==> src/rtl/five_tuple_ingress_arbiter.sv <==
// Packet-granular round-robin arbiter feeding one five_tuple_extractor from NUM_PORTS AXI-Stream
// sources, with a stall watchdog that aborts and drains packets whose source goes quiet mid-packet.
module five_tuple_ingress_arbiter #(
    parameter  int NUM_PORTS      = 4,
    parameter  int AXI_DATA_WIDTH = 32,
    parameter  int TIMEOUT_CYCLES = 256,
    localparam int ID_W           = ($clog2(NUM_PORTS) > 1) ? $clog2(NUM_PORTS) : 1,
    localparam int KEEP_W         = AXI_DATA_WIDTH / 8
) (
    input  logic                          clk,
    input  logic                          rst_n,
    input  logic [NUM_PORTS*AXI_DATA_WIDTH-1:0] s_axis_tdata,
    input  logic [NUM_PORTS*KEEP_W-1:0]   s_axis_tkeep,
    input  logic [NUM_PORTS-1:0]          s_axis_tlast,
    input  logic [NUM_PORTS-1:0]          s_axis_tvalid,
    output logic [NUM_PORTS-1:0]          s_axis_tready,
    output logic [AXI_DATA_WIDTH-1:0]     m_axis_tdata,
    output logic [KEEP_W-1:0]             m_axis_tkeep,
    output logic                          m_axis_tlast,
    output logic                          m_axis_tvalid,
    input  logic                          m_axis_tready,
    output logic [ID_W-1:0]               m_axis_tid,
    output logic                          m_axis_tuser,
    output logic                          busy,
    output logic                          timeout_pulse,
    output logic [ID_W-1:0]               timeout_port,
    output logic [15:0]                   abort_count
);

    localparam int CNT_W = ($clog2(TIMEOUT_CYCLES + 1) > 1) ? $clog2(TIMEOUT_CYCLES + 1) : 1;

    typedef enum logic [1:0] {IDLE, PASS, ABORT, DRAIN} state_t;

    state_t            state_q, state_d;
    logic [ID_W-1:0]   grant_q, grant_d;
    logic [ID_W-1:0]   rr_ptr_q, rr_ptr_d;
    logic [CNT_W-1:0]  idle_cnt_q, idle_cnt_d;
    logic [ID_W-1:0]   next_ptr;
    logic [ID_W-1:0]   arb_idx;
    logic [ID_W-1:0]   cand;
    logic              arb_found;

    logic [AXI_DATA_WIDTH-1:0] port_data [NUM_PORTS];
    logic [KEEP_W-1:0]         port_keep [NUM_PORTS];

    for (genvar k = 0; k < NUM_PORTS; k++) begin : g_split
        assign port_data[k] = s_axis_tdata[k*AXI_DATA_WIDTH +: AXI_DATA_WIDTH];
        assign port_keep[k] = s_axis_tkeep[k*KEEP_W +: KEEP_W];
    end

    logic g_valid, g_last;
    assign g_valid  = s_axis_tvalid[grant_q];
    assign g_last   = s_axis_tlast[grant_q];
    assign next_ptr = (grant_q == ID_W'(NUM_PORTS - 1)) ? '0 : grant_q + 1'b1;
    assign busy     = (state_q != IDLE);

    // Cyclic search for the first requester at or after rr_ptr.
    always_comb begin
        arb_found = 1'b0;
        arb_idx   = '0;
        cand      = '0;
        for (int i = 0; i < NUM_PORTS; i++) begin
            cand = ID_W'((int'(rr_ptr_q) + i) % NUM_PORTS);
            if (!arb_found && s_axis_tvalid[cand]) begin
                arb_found = 1'b1;
                arb_idx   = cand;
            end
        end
    end

    // NOTE: every signal gets a default before the case so no path leaves one unassigned (no latches).
    always_comb begin
        state_d       = state_q;
        grant_d       = grant_q;
        rr_ptr_d      = rr_ptr_q;
        idle_cnt_d    = idle_cnt_q;
        s_axis_tready = '0;
        m_axis_tdata  = '0;
        m_axis_tkeep  = '0;
        m_axis_tlast  = 1'b0;
        m_axis_tvalid = 1'b0;
        m_axis_tid    = '0;
        m_axis_tuser  = 1'b0;
        timeout_pulse = 1'b0;

        case (state_q)
            IDLE: begin
                if (arb_found) begin
                    grant_d    = arb_idx;
                    idle_cnt_d = '0;
                    state_d    = PASS;
                end
            end
            PASS: begin
                m_axis_tdata           = port_data[grant_q];
                m_axis_tkeep           = port_keep[grant_q];
                m_axis_tlast           = g_last;
                m_axis_tvalid          = g_valid;
                m_axis_tid             = grant_q;
                s_axis_tready[grant_q] = m_axis_tready;
                if (g_valid && m_axis_tready && g_last) begin
                    state_d  = IDLE;
                    rr_ptr_d = next_ptr;
                end else if (TIMEOUT_CYCLES > 0) begin
                    // Only source silence counts; downstream backpressure keeps tvalid high.
                    if (g_valid) begin
                        idle_cnt_d = '0;
                    end else if (idle_cnt_q == CNT_W'(TIMEOUT_CYCLES - 1)) begin
                        state_d       = ABORT;
                        timeout_pulse = 1'b1;
                    end else begin
                        idle_cnt_d = idle_cnt_q + 1'b1;
                    end
                end
            end
            ABORT: begin
                m_axis_tvalid = 1'b1;
                m_axis_tlast  = 1'b1;
                m_axis_tuser  = 1'b1;
                m_axis_tid    = grant_q;
                if (m_axis_tready) state_d = DRAIN;
            end
            DRAIN: begin
                s_axis_tready[grant_q] = 1'b1;
                if (g_valid && g_last) begin
                    state_d  = IDLE;
                    rr_ptr_d = next_ptr;
                end
            end
            default: state_d = IDLE;
        endcase
    end

    // NOTE: sequential state uses non-blocking assignments so all registers update from pre-edge values.
    always_ff @(posedge clk or negedge rst_n) begin
        if (!rst_n) begin
            state_q      <= IDLE;
            grant_q      <= '0;
            rr_ptr_q     <= '0;
            idle_cnt_q   <= '0;
            timeout_port <= '0;
            abort_count  <= '0;
        end else begin
            state_q    <= state_d;
            grant_q    <= grant_d;
            rr_ptr_q   <= rr_ptr_d;
            idle_cnt_q <= idle_cnt_d;
            if (timeout_pulse) begin
                timeout_port <= grant_q;
                if (abort_count != 16'hFFFF) abort_count <= abort_count + 16'd1;
            end
        end
    end

endmodule

==> config.mk <==
export PLATFORM = sky130hd
export DESIGN_NAME = five_tuple_ingress_arbiter
export DESIGN_NICKNAME = d
export VERILOG_FILES = /design/src/rtl/five_tuple_ingress_arbiter.sv
export SDC_FILE = /design/constraint.sdc
export NUM_CORES = 1
export LEC_CHECK = 0
export BUFFER_PORTS_ARGS = -buffer_cell sky130_fd_sc_hd__buf_2
export CORE_ASPECT_RATIO = 1.75
export CORE_UTILIZATION = 27
export DETAILED_ROUTE_END_ITERATION = 12
export PLACE_DENSITY = 0.6
export SLEW_MARGIN = 20
export SYNTH_ARGS = -nofsm -noshare
export SYNTH_HDL_FRONTEND = slang
export SYNTH_SLANG_ARGS = --single-unit
==> constraint.sdc <==
create_clock -name clk -period 2.7 [get_ports clk]
set_input_delay 0.405 -clock clk [delete_from_list [all_inputs] [get_ports clk]]
set_output_delay 0.405 -clock clk [all_outputs]
set_load 0.02 [all_outputs]
Word-level counts from Yosys, hierarchy flattened:

Cells that the tools add are included.

* flip-flop bits (word level): 33
* RAM bits: 0
* memories kept: 0
* bits in latches: 0
* word-level logic and storage cells: 110
* bits in read-only memories: 0

* $mul: 0
* bitwise gates (word level): 2
* magnitude comparators: 7
* multiplexer cells: 55
* add/subtract/negate cells: 6
* shift-type cells: 0
* div/mod/pow operators: 0
* equality and inequality tests: 14
* reductions and logical operators: 20

Operators with widths (number)
* $mux W32: 3
* $bmux W32 S2: 1
* $mux W9: 4
* $mux W2: 14
* $pmux W9 S2: 1
* $add A16 B1 Y16 const B: 1
* $mux W1: 16
* $ne A16 B16 Y1 const B: 1
* $lt A2 B3 Y1 const B: 5
* $bmux W1 S2: 6
* $mux W4: 3
* $ne A2 B2 Y1 const B: 5
* $add A9 B1 Y9 const B: 1
* $eq A9 B8 Y1 const B: 1
* $ne A3 B3 Y1 const B: 3
* $bmux W4 S2: 1
* $pmux W2 S4: 1
* $pmux W4 S2: 1
* $logic_and A1 B1 Y1: 7
* $eq A2 B2 Y1 const B: 3
* $reduce_bool A2 Y1: 3
* $reduce_and A5 Y1: 1
* $add A2 B1 Y2 const B: 2
* $add A2 B2 Y2 const B: 2
* 14 further kinds: 18

Depth between registers and ports, before layout:

* depth after elaboration: 14
* gate-level depth with buffers: 10
* gate-level depth less buffers: 10

Least setup slack after synthesis:

Ideal clock, no wire load.

* path type: register to register
* start: reg idle_cnt_q[0]
* end: reg abort_count[11]
* clock period less this slack: 2209 ps
* cell stages (with the launch flop): 11
* data arrival time: 2129 ps
* required time: 2620 ps
* path buffers: 0
* path slack: 491 ps
* cell sequence: dfrtp_1 > ha_1 > nand3_1 > or2_2 > nor2_1 > ha_1 > nand4_1 > nor4_1 > o21ai_1 > nor2_1 > xor2_1

* word-level cells in the longest chain between the ends: 6

Ends and longest elaborated chain
* start, declared: line 37 `logic [CNT_W-1:0] idle_cnt_q, idle_cnt_d;`
* start signal, assigned: line 147 `idle_cnt_q <= idle_cnt_d;`
* $eq A9 B8 Y1: line 108 `end else if (idle_cnt_q == CNT_W'(TIMEOUT_CYCLES - 1)) begin`
* $mux W1: line 108
* $mux W1: line 106 `if (g_valid) begin`
* $mux W1: line 101 `if (g_valid && m_axis_tready && g_last) begin`
* $mux W1: line 86 `case (state_q)`
* $reduce_and A2 Y1 (no line)
* end signal, assigned: line 150 `if (abort_count != 16'hFFFF) abort_count <= abort_count + 16'd1;`
* end, declared: line 27 `output logic [15:0] abort_count`

No other way between the ends.
A chain may end at the register's enable or synchronous reset.

Worst setup path after layout:

* start: reg idle_cnt_q[0]
* end: out timeout_pulse

* word-level cells in the longest chain between the ends: 5

Ends and longest elaborated chain
* $eq A9 B8 Y1: line 108
* $mux W1: line 108
* $mux W1: line 106
* $mux W1: line 101
* $mux W1: line 86
* end, declared: line 25 `output logic timeout_pulse,`

No other way between the ends.

==> flow_metrics.tcl <==
set metrics [dict create \
    run_status "finished clean" \
    clk_root_buffer_cell "clkbuf_16" \
    initial_core_util_pct 27.83 \
    post_drt_wl_per_cell_um 18.17 \
    routed_wl_mm 11.97 \
    layout_min_cycle_time_ns 2.472 \
    cts.reportedPaths.clkPinSlew_ns 0.06 \
    finClkSkew_ns 0.003565 \
    worst-endpoint-required_ns 2.30 \
    cts_inserted_buffers 5 \
    place.port_buffers 219 \
    top_level_ports 220 \
    setup-violations-final 0 \
    syn-mean-instance-area_um2 10.48 \
    syn2layout_area_growth_pct 46.28 \
    critical_path.max_fanout 6 \
    detailroute.wirelength.met2_mm 5.884 \
    synth_cell_types 45 \
    post-route-drc-count 0 \
    finalMaxSlewViolations 0 \
    antenna_found_initial 20 \
    synthesis.nets 461 \
    first_pass_iters 4 \
    dp.final_hpwl_mm 10.33 \
    horiz_die_dim_um 82.88 \
    num-nets-final 678 \
    rsz0062_at_grt "false" \
    global_route.overflow_total 0 \
    clock_tree.buffer_depth 2 \
    gr-usage-all-layers_pct 20.32 \
    place_ws_ns 0.3813 \
    yosys_most_used_dff "dfrtp_1" \
    final_min_period_over_clock_period_pct 91.56 \
    cts_tree "built" \
    ys_seq_elements 33 \
    least_setup_slack_across_all_paths_after_layout_ns 0.2279 \
    min_path_type "input pin to asynchronous set/reset pin" \
    hold_viol_final 0 \
    place_congestion 0.8833 \
    synth_top_cells_by_area "mux4_2, dfrtp_1, and2_1" \
    finish.utilization_pct 40.71 \
    area_of_the_die_um2 11900 \
    synth_enable_flop_cells 0 \
    synth_top_area_cell "mux4_2" \
    worstPathArrival_ns 2.07 \
    cts_setup_buffers 0 \
    maximum_number_of_pins_on_one_net_before_global_route_repair 38 \
    rows 51 \
    synth.top_cell.area_share_pct 27.69 \
    clock_insertion_delay_worst_skew_ns 0.28 \
    detailedRoute.firstIterationViolations 111 \
    grt_pass1_vias 3447 \
    cts_sinks 33 \
    endpoint_kind "output pin" \
    vias 3297 \
    wire_length_of_the_first_global_routing_pass_mm 18.58 \
    maxClockFrequency_ghz 0.4045 \
    ctsResizeCount 0 \
    relSlewSlack_pct 49.58 \
    synth-warning-count 0 \
    tns_ns 0 \
    detail-route-antenna-nets 0 \
    seq_area_frac_synth_pct 26.72 \
    fp.dieH_um 143.5 \
    async_flop_share_pct 100.0 \
    routed_wl_met3_mm 1.697 \
    max_cap_violations 0 \
    whs_ns 0.1953 \
    power.leakage_nw 2.230 \
    clock_tree.htree_level_count 2 \
    area_of_the_core_um2 11100 \
    vdd.ir_drop.worst_mv 0.5344 \
    layout-drive-gt1-share_pct 55.95 \
    synthesis.area_um2 3090 \
    powerDensity_nw_per_um2 828.6 \
    worst-setup-path-type "flip-flop to output pin" \
    vias_per_cell 5.003 \
    cts_hold_buf 0 \
    tightestPinTransition_ns 0.7563 \
    detail_route.wirelength.met1_mm 4.200 \
    route.top_layer_used "met5" \
    setup.worst_path.start_class "flip-flop" \
    synthesis.instances 295 \
]
-- state kept, by name (all words and copies together) (netlist names), named ones only --
| signal | cells |
|---|---|
| abort_count | 16 |
| idle_cnt_q | 9 |
| grant_q | 2 |
| rr_ptr_q | 2 |
| timeout_port | 2 |
| state_q | 1 |
-- worst max-delay path, stage by stage, from the launching register on --
cell and delay, ns:
dfrtp_1 0.38, ha_1 0.21, nand3_1 0.11, or2_2 0.33, nor2_1 0.12, ha_1 0.18
buf_4 0.17, nand2_4 0.07, clkinv_2 0.07, buf_2 0.16
-- synthesized netlist by cell type, types with 3 or more instances --
cell type	n
nor2b_1	7
nand4_1	7
inv_1	11
mux2i_1	3
a21oi_1	10
clkbuf_1	11
nor2_1	12
xnor2_1	10
buf_2	4
xor2_1	4
nand3_1	9
o31ai_1	4
ha_1	11
mux4_2	38
and2_1	42
o21ai_0	13
dfrtp_1	33
nand2b_1	6
mux2_2	3
nand2_1	23
-- worst paths after layout --
kind	slack, ns	to	cells after the start	startpoint
min	0.20	abort_count[10]	1	rst_n
max	0.23	timeout_pulse	9	idle_cnt_q[0]
min in group clk	0.49	idle_cnt_q[8]	2	idle_cnt_q[8]
min reg2reg	0.49	idle_cnt_q[8]	2	idle_cnt_q[8]
max in group asynchronous	1.97	grant_q[1]	1	rst_n
max reg2reg	0.39	abort_count[9]	10	idle_cnt_q[0]
-- routing by layer --
| metal | global-route usage (%) | vias to the layer above |
|---|---|---|
| met5 | 0 | - |
| met4 | 4.265 | 12 |
| met3 | 12.18 | 18 |
| met2 | 35.94 | 190 |
| met1 | 20.44 | 1535 |
| li1 | - | 1542 |
-- report_power, final --
group | switching (mW) | internal [mW] | total, mW
registers | 0.0967 | 0.550 | 0.647
logic | 1.37 | 1.17 | 2.54
clock network | 0.220 | 0.338 | 0.558
total | 1.68 | 2.06 | 3.75
-- area by class of cell --
class,instances,area [µm²]
tap,132,165.2
multi-input combinational,233,2135
clock buffer,5,125.1
timing repair buffer,227,1169
inverter,12,46.29
sequential,33,828.3
antenna,14,35.03
fill,1091,6583
clock inverter,3,17.52
-- logic make-up (layout without fill, tap and decap cells) --
family          Yosys count  in the layout  synth area share (%)
simple gates            120            120                 21.50
compound gates           44             44                 9.393
mux                      44             44                 29.76
flops                    33             33                 26.72
buf+inv                  29            247                 4.210
xor+xnor                 14             14                 3.967
fa+ha+maj                11             11                 4.453
other cells               0             14                     0
-- layout by cell type (no fill, tap or decap), drive strengths merged, types with 3 or more instances in the layout --
master  synthesis  layout
nor2b           8       8
a21oi          10      10
clkinv          1       3
xor2            4       4
ha             11      11
and3            3       3
o21ai          14      14
nor2           12      12
mux2i           3       3
nand4           7       7
diode           0      14
nand3           9       9
nand2          24      24
clkbuf         11       5
xnor2          10      10
mux4           38      38
dfrtp          33      33
inv            11      11
mux2            3       3
nand2b          6       6
o31ai           4       4
and2           42      42
buf             6     227
-- metrics by stage --
step	total power [mW]	cell area, µm²	instances
after detailed placement	3.215	4343	637
final	3.746	4521	659
after CTS	3.775	4486	645
after global placement	3.160	4343	637
after floorplan	2.450	3090	295
after global routing	4.001	4506	653
Note: power is estimated with default switching activity, not from simulation.
